`config.mk`:
```
export PLATFORM = sky130hd
export DESIGN_NAME = stream_mux_arb_flat
export DESIGN_NICKNAME = d
export VERILOG_FILES = /design/src/rtl/stream_mux_arb_pkg.sv /design/src/rtl/stream_mux_arb_if.sv /design/src/rtl/stream_mux_arb_rr_pick.sv /design/src/rtl/stream_mux_arb.sv /design/src/flat_wrapper.sv
export SDC_FILE = /design/constraint.sdc
export NUM_CORES = 1
export LEC_CHECK = 0
export CORE_MARGIN = 5
export CORE_UTILIZATION = 25
export CTS_CLUSTER_DIAMETER = 30
export CTS_CLUSTER_SIZE = 12
export DETAILED_ROUTE_END_ITERATION = 8
export MAX_ROUTING_LAYER = met4
export SLEW_MARGIN = 10
export SYNTH_ARGS = -nofsm -noshare
export SYNTH_HDL_FRONTEND = slang
export SYNTH_SLANG_ARGS = --single-unit
```
`constraint.sdc`:
```
create_clock -name clk -period 4.9 [get_ports clk]
set_clock_uncertainty 0.05 [all_clocks]
set_input_delay 0.49 -clock clk [delete_from_list [all_inputs] [get_ports clk]]
set_output_delay 0.49 -clock clk [all_outputs]
set_load 0.02 [all_outputs]
```
`src/rtl/stream_mux_arb_pkg.sv`:
```
`default_nettype none
// +----------------------------------------------------------------------------+
// | Package     : stream_mux_pkg                                               |
// | Description : Shared types for the stream_mux_arb slice: the arbitration   |
// |               mode select and the packet-lock state encoding.              |
// | Revision    : 1.0  initial release                                         |
// +----------------------------------------------------------------------------+
package stream_mux_pkg;

  typedef enum logic {
    MODE_FIXED = 1'b0,
    MODE_RR    = 1'b1
  } mode_e;

  typedef enum logic {
    UNLOCKED = 1'b0,
    LOCKED   = 1'b1
  } lock_state_e;

endpackage
`default_nettype wire

```
`src/rtl/stream_mux_arb_if.sv`:
```
`default_nettype none
// +----------------------------------------------------------------------------+
// | Interface   : stream_mux_arb_if                                            |
// | Description : Handshake bundle between N producers, the mux and one        |
// |               consumer.                                                    |
// |   mode/sel            arbitration control (fixed select or round-robin)    |
// |   in_valid/in_data    per-channel producer side, in_ready back to them     |
// |   out_valid/out_data  registered consumer side, out_ch = source channel    |
// |   out_ready           consumer back-pressure                               |
// |   in_last/out_last    packet delimiters, only with                         |
// |                       STREAM_MUX_ARB_PKTLOCK_EN defined                    |
// | Modports    : master = producers/consumer (bench), slave = the mux         |
// | Revision    : 1.0  initial release                                         |
// +----------------------------------------------------------------------------+
interface stream_mux_arb_if
  import stream_mux_pkg::*;
#(
  parameter int WIDTH    = 4,
  parameter int CHANNELS = 4
);
  localparam int SEL_W = $clog2(CHANNELS);

  mode_e                      mode;
  logic [SEL_W-1:0]           sel;
  logic [CHANNELS-1:0]        in_valid;
  logic [CHANNELS*WIDTH-1:0]  in_data;
  logic [CHANNELS-1:0]        in_ready;
  logic                       out_valid;
  logic [WIDTH-1:0]           out_data;
  logic [SEL_W-1:0]           out_ch;
  logic                       out_ready;
`ifdef STREAM_MUX_ARB_PKTLOCK_EN
  logic [CHANNELS-1:0]        in_last;
  logic                       out_last;
`endif

  modport master (
    output mode, sel, in_valid, in_data, out_ready,
    input  in_ready, out_valid, out_data, out_ch
`ifdef STREAM_MUX_ARB_PKTLOCK_EN
    , output in_last
    , input  out_last
`endif
  );

  modport slave (
    input  mode, sel, in_valid, in_data, out_ready,
    output in_ready, out_valid, out_data, out_ch
`ifdef STREAM_MUX_ARB_PKTLOCK_EN
    , input  in_last
    , output out_last
`endif
  );

endinterface
`default_nettype wire

```
`src/rtl/stream_mux_arb_rr_pick.sv`:
```
`default_nettype none
// +----------------------------------------------------------------------------+
// | Module      : rr_pick                                                      |
// | Description : Combinational round-robin picker. Returns the first set      |
// |               request at or after ptr+1, wrapping modulo CHANNELS.         |
// |   req      in   CHANNELS  request vector                                   |
// |   ptr      in   SEL_W     last served channel                              |
// |   gnt_idx  out  SEL_W     chosen channel (0 when nothing requested)        |
// |   gnt_vld  out  1         a request was found                              |
// | Revision    : 1.0  initial release                                         |
// +----------------------------------------------------------------------------+
module rr_pick #(
  parameter  int CHANNELS = 4,
  localparam int SEL_W    = $clog2(CHANNELS)
) (
  input  wire [CHANNELS-1:0] req,
  input  wire [SEL_W-1:0]    ptr,
  output logic [SEL_W-1:0]   gnt_idx,
  output logic               gnt_vld
);

  // One extra bit so ptr + offset never overflows before the modulo fold.
  logic [SEL_W:0] w_sum;

  // Scan offsets from farthest to nearest so the nearest hit is the last
  // assignment and therefore wins.
  always_comb begin
    gnt_idx = '0;
    gnt_vld = 1'b0;
    w_sum   = '0;
    for (int i = CHANNELS; i >= 1; i--) begin
      w_sum = {1'b0, ptr} + (SEL_W+1)'(i);
      if (w_sum >= (SEL_W+1)'(CHANNELS)) begin
        w_sum = w_sum - (SEL_W+1)'(CHANNELS);
      end
      if (req[w_sum[SEL_W-1:0]]) begin
        gnt_idx = w_sum[SEL_W-1:0];
        gnt_vld = 1'b1;
      end
    end
  end

endmodule
`default_nettype wire

```
`src/rtl/stream_mux_arb.sv`:
```
`default_nettype none
// +----------------------------------------------------------------------------+
// | Module      : stream_mux_arb                                               |
// | Description : N-channel valid/ready stream mux with fixed-select or        |
// |               round-robin arbitration and a registered output stage that   |
// |               reports the source channel of every beat.                    |
// |   clk    in  rising-edge clock                                             |
// |   rst_n  in  asynchronous active-low reset                                 |
// |   bus    slave modport of stream_mux_arb_if (handshakes, data, control)    |
// | Option      : STREAM_MUX_ARB_PKTLOCK_EN adds in_last/out_last and a lock   |
// |               FSM that keeps a multi-beat packet on one channel.           |
// | Revision    : 1.0  initial release                                         |
// +----------------------------------------------------------------------------+
module stream_mux_arb
  import stream_mux_pkg::*;
#(
  parameter int WIDTH    = 4,
  parameter int CHANNELS = 4
) (
  input wire              clk,
  input wire              rst_n,
  stream_mux_arb_if.slave bus
);
  localparam int SEL_W = $clog2(CHANNELS);

  logic                r_out_valid;
  logic [WIDTH-1:0]    r_out_data;
  logic [SEL_W-1:0]    r_out_ch;
  logic [SEL_W-1:0]    r_ptr;

  logic                w_load;
  logic                w_grant;
  logic                w_accept;
  logic                w_rr_vld;
  logic                w_locked;
  logic [SEL_W-1:0]    w_g;
  logic [SEL_W-1:0]    w_rr_idx;
  logic [SEL_W-1:0]    w_lock_ch;
  logic [WIDTH-1:0]    w_ch_data [CHANNELS];

  genvar k;
  generate
    for (k = 0; k < CHANNELS; k++) begin : g_unpack
      assign w_ch_data[k] = bus.in_data[k*WIDTH +: WIDTH];
    end
  endgenerate

  rr_pick #(.CHANNELS(CHANNELS)) u_rr_pick (
    .req     (bus.in_valid),
    .ptr     (r_ptr),
    .gnt_idx (w_rr_idx),
    .gnt_vld (w_rr_vld)
  );

  // The output register can take a new beat when empty or being drained.
  assign w_load   = !r_out_valid || bus.out_ready;
  assign w_accept = w_load && w_grant;

  // An open packet overrides mode/sel; out-of-range sel (non power-of-two
  // channel counts) simply never grants.
  always_comb begin
    w_g     = '0;
    w_grant = 1'b0;
    if (w_locked) begin
      w_g     = w_lock_ch;
      w_grant = bus.in_valid[w_lock_ch];
    end else if (bus.mode == MODE_RR) begin
      w_g     = w_rr_idx;
      w_grant = w_rr_vld;
    end else if ({1'b0, bus.sel} < (SEL_W+1)'(CHANNELS)) begin
      w_g     = bus.sel;
      w_grant = bus.in_valid[bus.sel];
    end
  end

  always_comb begin
    bus.in_ready = '0;
    if (rst_n && w_accept) begin
      bus.in_ready[w_g] = 1'b1;
    end
  end

  // Data/channel hold their last values when the stage empties.
  always_ff @(posedge clk or negedge rst_n) begin
    if (!rst_n) begin
      r_out_valid <= 1'b0;
      r_out_data  <= '0;
      r_out_ch    <= '0;
      r_ptr       <= SEL_W'(CHANNELS-1);
    end else if (w_accept) begin
      r_out_valid <= 1'b1;
      r_out_data  <= w_ch_data[w_g];
      r_out_ch    <= w_g;
      if (bus.mode == MODE_RR) begin
        r_ptr <= w_g;
      end
    end else if (w_load) begin
      r_out_valid <= 1'b0;
    end
  end

  assign bus.out_valid = r_out_valid;
  assign bus.out_data  = r_out_data;
  assign bus.out_ch    = r_out_ch;

`ifdef STREAM_MUX_ARB_PKTLOCK_EN
  lock_state_e      r_lock_state;
  lock_state_e      w_lock_state_nx;
  logic [SEL_W-1:0] r_lock_ch;
  logic [SEL_W-1:0] w_lock_ch_nx;
  logic             r_out_last;

  always_ff @(posedge clk or negedge rst_n) begin
    if (!rst_n) begin
      r_lock_state <= UNLOCKED;
      r_lock_ch    <= '0;
      r_out_last   <= 1'b0;
    end else begin
      r_lock_state <= w_lock_state_nx;
      r_lock_ch    <= w_lock_ch_nx;
      if (w_accept) begin
        r_out_last <= bus.in_last[w_g];
      end
    end
  end

  // A beat without last opens a packet; single-beat packets never lock.
  always_comb begin
    w_lock_state_nx = r_lock_state;
    w_lock_ch_nx    = r_lock_ch;
    case (r_lock_state)
      UNLOCKED: begin
        if (w_accept && !bus.in_last[w_g]) begin
          w_lock_state_nx = LOCKED;
          w_lock_ch_nx    = w_g;
        end
      end
      LOCKED: begin
        if (w_accept && bus.in_last[w_g]) begin
          w_lock_state_nx = UNLOCKED;
        end
      end
      default: w_lock_state_nx = UNLOCKED;
    endcase
  end

  assign w_locked     = (r_lock_state == LOCKED);
  assign w_lock_ch    = r_lock_ch;
  assign bus.out_last = r_out_last;
`else
  assign w_locked  = 1'b0;
  assign w_lock_ch = '0;
`endif

endmodule
`default_nettype wire

```
`src/flat_wrapper.sv`:
```
// flat-port wrapper written by rule: the top's interface ports become plain ports
module stream_mux_arb_flat import stream_mux_pkg::*;
#(
  parameter int WIDTH    = 4,
  parameter int CHANNELS = 4
)
  (clk, rst_n, bus_mode, bus_sel, bus_in_valid, bus_in_data, bus_out_ready, bus_in_ready, bus_out_valid, bus_out_data, bus_out_ch);
  stream_mux_arb_if #(.WIDTH(WIDTH), .CHANNELS(CHANNELS)) bus_i ();
  input wire clk;
  input wire rst_n;
  input wire logic [$bits(bus_i.mode)-1:0] bus_mode;
  input wire logic [$bits(bus_i.sel)-1:0] bus_sel;
  input wire logic [$bits(bus_i.in_valid)-1:0] bus_in_valid;
  input wire logic [$bits(bus_i.in_data)-1:0] bus_in_data;
  input wire logic [$bits(bus_i.out_ready)-1:0] bus_out_ready;
  output wire logic [$bits(bus_i.in_ready)-1:0] bus_in_ready;
  output wire logic [$bits(bus_i.out_valid)-1:0] bus_out_valid;
  output wire logic [$bits(bus_i.out_data)-1:0] bus_out_data;
  output wire logic [$bits(bus_i.out_ch)-1:0] bus_out_ch;
  assign bus_i.mode = bus_mode;
  assign bus_i.sel = bus_sel;
  assign bus_i.in_valid = bus_in_valid;
  assign bus_i.in_data = bus_in_data;
  assign bus_i.out_ready = bus_out_ready;
  assign bus_in_ready = bus_i.in_ready;
  assign bus_out_valid = bus_i.out_valid;
  assign bus_out_data = bus_i.out_data;
  assign bus_out_ch = bus_i.out_ch;
  stream_mux_arb #(.WIDTH(WIDTH), .CHANNELS(CHANNELS)) u_core (.clk(clk), .rst_n(rst_n), .bus(bus_i));
endmodule
```
# After elaboration in Yosys (flattened, before gate mapping)
# Index checks and enable logic that the tools add are counted.
[classes]
n_addsub = 8
n_mul = 0
div_mod_pow = 0
order_cmp = 12
eq_ne = 0
shifts = 0
mux = 32
bitwise_logic = 1
reduce_logical = 7
[ops]
columns = ["operator", "count"]
rows = [
  ["2-bit by 3-bit < comparator with 1-bit output, second input constant", 6],
  ["2-bit two-way mux", 9],
  ["3-bit greater-or-equal comparator, second input constant", 5],
  ["1-bit two-way mux", 13],
  ["4-bit two-way mux", 3],
  ["1-bit binary-select mux with 2-bit select", 5],
  ["4-bit binary-select mux with 2-bit select", 1],
  ["2-bit by 1-bit subtractor with 2-bit output, second input constant", 4],
  ["2-bit by 2-bit adder with 3-bit output, second input constant", 2],
  ["2-bit by 1-bit adder with 3-bit output, second input constant", 1],
  ["2-bit by 3-bit adder with 3-bit output, second input constant", 1],
  ["1-bit logical AND", 3],
  ["2-bit NOT with 3-bit output", 1],
  ["1-bit demux with 2-bit select", 1],
  ["2-bit by 1-bit greater-or-equal comparator with 1-bit output, second input constant", 1],
  ["2-bit AND reduction", 1],
  ["2-bit nonzero test", 1],
  ["1-bit logical NOT", 1],
  ["1-bit logical OR", 1],
]
[totals]
register_bits = 9
latchBits = 0
mem_bits_rw = 0
rom_bits = 0
inputBits = 26
output_inout_bits = 11
elab_cells = 64
n_memories = 0

# Logic depth before layout (Yosys ltp)
[logic_depth]
depth_word = 15
ltp_mapped = 7
depth_no_buf = 6

# Cells and area by module
# Synthesis repeated with hierarchy kept, for this count alone.
[hier_totals]
cells_unflattened = 51
area_unflattened_um2 = 649.4
[by_module_without_submodules]
columns = ["mod", "instances", "cells_each", "area_each_um2"]
rows = [
  ["stream_mux_arb", 1, 37, 558.0],
  ["rr_pick", 1, 14, 91.3],
]

# Worst setup path after synthesis
# No wires, ideal clock.
[synth_path]
path_type = "input port to output port"
start = "input bus_sel[0]"
end = "output bus_in_ready[0]"
t_arrival_ps = 1784
slack_ps = 2576
cell_stages = 5
path_cell_list = "mux4_1 > o21ai_0 > a21oi_1 > or3b_2 > nor2_1"
[synth_via]
elab_chain_len = 6
[synth_lines]
columns = ["element", "line", "text"]
rows = [
  ["from (decl)", "flat_wrapper.sv:12", "input wire logic [$bits(bus_i.sel)-1:0] bus_sel;"],
  ["2-bit two-way mux or 1-bit binary-select mux with 2-bit select (tied branches)", "stream_mux_arb.sv:67, stream_mux_arb.sv:72", ""],
  ["2-bit by 3-bit < comparator with 1-bit output (not written as such) (tied with other cells)", "stream_mux_arb.sv:79", "bus.in_ready[w_g] = 1'b1;"],
  ["1-bit logical AND (not written as such) or 1-bit two-way mux (tied branches)", "stream_mux_arb.sv:79, stream_mux_arb.sv:67", ""],
  ["1-bit two-way mux (not written as such) or 1-bit logical AND (tied branches)", "stream_mux_arb.sv:79, stream_mux_arb.sv:57", ""],
  ["1-bit demux with 2-bit select or 1-bit logical AND (tied branches)", "--", ""],
  ["4-bit two-way mux *", "stream_mux_arb.sv:78", "if (rst_n && w_accept) begin"],
  ["to (decl)", "flat_wrapper.sv:16", "output wire logic [$bits(bus_i.in_ready)-1:0] bus_in_ready;"],
]
# Every way passes the cells marked *; elsewhere a longest branch is shown, timed or not. The select of a mux whose other input is x is not followed.

# Worst setup path after layout
[layout_path]
start = "input bus_in_valid[1]"
end = "output bus_in_ready[1]"
[layout_via]
elab_chain_len = 12
[layout_lines]
columns = ["element", "line", "text"]
rows = [
  ["from (decl)", "flat_wrapper.sv:13", "input wire logic [$bits(bus_i.in_valid)-1:0] bus_in_valid;"],
  ["1-bit binary-select mux with 2-bit select", "stream_mux_arb_rr_pick.sv:36", "if (req[w_sum[SEL_W-1:0]]) begin"],
  ["1-bit two-way mux (not written as such)", "stream_mux_arb_rr_pick.sv:36", ""],
  ["2-bit two-way mux (4 in series)", "stream_mux_arb_rr_pick.sv:36", ""],
  ["2-bit two-way mux", "stream_mux_arb.sv:67", "end else if (bus.mode == MODE_RR) begin"],
  ["2-bit by 3-bit < comparator with 1-bit output (not written as such) or 2-bit by 1-bit greater-or-equal comparator with 1-bit output (tied branches)", "stream_mux_arb.sv:79", ""],
  ["1-bit logical AND (not written as such)", "stream_mux_arb.sv:79", ""],
  ["1-bit two-way mux (not written as such)", "stream_mux_arb.sv:79", ""],
  ["1-bit demux with 2-bit select", "--", ""],
  ["4-bit two-way mux *", "stream_mux_arb.sv:78", ""],
]
# Marks and branches as above.

==> metrics.md <==
| Metric | Value |
|---|---|
| Cell repeated most along the worst path | `clkdlybuf4s50_1` |
| Num ports | `37` |
| Unrepaired setup endpoints after global routing | `false` |
| Initial Util | `26.3%` |
| Die Area | `between 3000 and 4000 µm²` |
| Slew Viols, Final | `0` |
| Vias in the first global route | `slightly below 700` |
| Layout cells sized above 1 | `approximately 16%` |
| Worst R2R End | `u_core.bus.out_data[2]` |
| Worst-path cell chain | `clkdlybuf4s50_1 -> mux4_1 -> o21ai_0 -> a21oi_1 -> buf_4 -> or3b_2 -> nor2_1 -> clkdlybuf4s50_1` |
| Register Area | `roughly 230 µm²` |
| Worst setup EP type | `primary output` |
| Reg-to-reg startpoint | `u_core.r_ptr[0]` |
| Util after Layout | `43.3%` |
| Met2 wire len | `between 700 and 800 µm` |
| Crit Path Max Fanout | `12` |
| DR WL met3 | `176 µm` |
| Min Hold Slack | `roughly 460 ps` |
| Reg2reg setup slack | `~2500 ps` |
| Delay-heaviest family, CP | `buffers and inverters` |
| Mapped Cells | `60` |
| Core Area | `~2500 µm²` |
| Global placer's final weighted congestion | `0.788` |
| Post-layout net count | `between 100 and 150` |
| Setup ws final | `1380 ps` |
| Cts hold-fix bufs | `0` |
| Pwr Total | `between 300 and 400 µW` |
| Pwr dens | `roughly 310 nW/µm²` |
| Netlist cell types | `22` |
| Uppermost layer routed | `met4` |
| Fmax | `between 200 and 300 MHz` |
| Multi-input logic area | `approximately 390 µm²` |
| Worst r2r path cells | `6` |
| Endpoints failing setup | `0` |
| Critical path origin | `bus_in_valid[1]` |
| GRT Overall Usage | `11.3%` |
| Slowest cell on crit path | `clkdlybuf4s50_1` |
| # Post-CTS Setup Buffers | `0` |
| Seq cells post-synth | `9` |
| Cell Area, Synth | `~650 µm²` |
| DR iter-0 viols | `11` |
| Post-synthesis sequential area ratio | `between 30% and 40%` |
| Clk Tree Root Cell | `clkbuf_4` |
| Die height | `approximately 61 µm` |
| CTS tree | `yes` |
| GR Overflow Total | `0` |
| Leakage power | `between 0.4 and 0.5 nW` |
| WHS Endpoint | `u_core.bus.out_ch[1]` |
| Hold depth | `1` |
| Classification of the worst-slack hold path | `reg2reg` |
| Drt total wl | `about 1.7 mm` |
| H-Tree Depth | `1` |
| Final worst-path cycle share | `about 70%` |
| N_diodes | `0` |
| Synth-to-Final Area Change | `64.8%` |
| Largest net degree at the start of global routing | `13` |
| Row count | `18` |
| Vias | `~650` |
| Clk_lat worst skew | `approximately 260 ps` |
| Detailed Place HPWL | `~1.4 mm` |
| Worst endpoint data arrival time | `2980 ps` |
| Final setup TNS | `0 ps` |
| Metal1 wirelength | `794 µm` |
| Antenna violations before repair | `0` |
| Cts repair resizes | `0` |
| Drt drc | `0` |
| Fin crit period | `3520 ps` |
| Drt first pass iters | `4` |
| Non-Filler Instances | `129` |
| Kind of critical path | `in2out` |
| Synthesized area per cell | `about 11 µm²` |
| Port Buffers | `36` |
| Clock Path Buffers | `2` |
| Dpl ws | `around 1400 ps` |
| Max-Cap Viols | `0` |
| Antenna viol nets, final | `0` |
| Placed Area | `1050 µm²` |
| Max stage delay on crit path | `approximately 610 ps` |
| First-pass GRT wire length | `2.95 mm` |
| Worst endpoint required time | `about 4400 ps` |
| HP Start | `u_core.bus.out_ch[1]` |
| Status | `completed` |
| Synth warn | `0` |
| Num CTS Buffers | `3` |
| Slew HR | `approximately 68%` |
| Peak supply drop | `approximately 0.15 mV` |
| Critical Path Start Type | `input port` |
| Fill count | `~270` |
| Die X | `61.0 µm` |
| Clock Sinks | `9` |
| Post-DR vias/cell | `5.03` |
| DP Cell Count | `approximately 130` |
| Crit path buffers/inverters | `3` |
| Finished Cell Area | `between 1000 and 1500 µm²` |
| Post-Synthesis Net Count | `86` |
| Final Hold Viols | `0` |
| DR WL/cell | `13.4 µm` |
| Worst Tran Pin Value | `477 ps` |
| CTS clk-pin slew, worst paths | `60 ps` |
## worst max-delay path by stage
| stage | endpoint | slack, ps | depth (start not counted) |
|---|---|---|---|
| CTS | bus_in_ready[1] | 1370 | 8 |
| global placement | bus_in_ready[0] | 1430 | 8 |
| detailed placement | bus_in_ready[1] | 1380 | 8 |
| finish | bus_in_ready[1] | 1380 | 8 |
| global route | bus_in_ready[1] | 1260 | 8 |
| floorplan | bus_in_ready[0] | 2580 | 5 |
## layout make-up
cell class / instances / share of cell area (%)
multi-input cells: 42 / 36.1
repair buffers: 37 / 34.3
flip-flops and latches: 9 / 21.2
well taps: 30 / 3.50
clock buffers: 4 / 2.45
inverters: 7 / 2.45
## logic make-up (layout without fill, tap and decap cells)
logic type | after synthesis | in the layout | share of synthesized area (%)
AO/OA/AOI/OAI | 18 | 18 | 19.2
buffers and inverters | 9 | 48 | 5.58
flip-flops | 9 | 9 | 35.0
multiplexers | 11 | 11 | 30.6
AND/OR/NAND/NOR | 13 | 13 | 9.62
## report_power, final
part	switching (mW)	internal, mW
Sequential	0.0158	0.101
Combinational	0.0710	0.0903
Clock	0.0266	0.0314
## registers in the layout, summed over array words and instances (netlist names)
register	count
u_core.bus.out_ch	2
u_core.bus.out_valid	1
u_core.bus.out_data	4
u_core.r_ptr	2
## cell usage after synthesis, drive strengths merged
| cell | n | area share (%) |
|---|---|---|
| a21o | 1 | 1.3 |
| o2111a | 1 | 1.7 |
| nand2 | 2 | 1.2 |
| o21ai | 6 | 4.6 |
| a31oi | 3 | 3.8 |
| nor4 | 1 | 0.96 |
| nand3 | 1 | 0.77 |
| inv | 7 | 4.0 |
| mux4 | 5 | 20 |
| a41oi | 1 | 1.3 |
| nand2b | 1 | 0.96 |
| or3b | 1 | 1.3 |
| nor2 | 6 | 3.5 |
| a211o | 1 | 1.3 |
| dfstp | 2 | 8.1 |
| dfrtp | 7 | 27 |
| buf | 2 | 1.5 |
| a21oi | 4 | 3.1 |
| and3 | 1 | 0.96 |
| o22ai | 1 | 1.9 |
| mux2 | 6 | 10 |
## cells in the final DEF, fill, tap and decap left out, types with 3 or more instances in the layout
| cell | count |
|---|---|
| mux4_1 | 5 |
| o21ai_0 | 6 |
| clkbuf_4 | 3 |
| clkdlybuf4s50_1 | 36 |
| inv_1 | 7 |
| a21oi_1 | 4 |
| dfrtp_1 | 7 |
| nor2_1 | 6 |
| mux2_2 | 6 |
## worst register-to-register path, cell delays in order, from the launching register on
cell and delay [ps]:
dfstp_2 570, nand2b_1 160, a21oi_1 80, a21o_2 200, o22ai_2 320, mux4_1 600
mux2_2 280
## routing by layer
metal  track usage (%)  up-vias
li1                  -      309
met1              13.0      300
met2              17.3       34
met3              3.14        6
met4              7.43        0
met5                 -        -
Power figures use the tool's default switching activity.
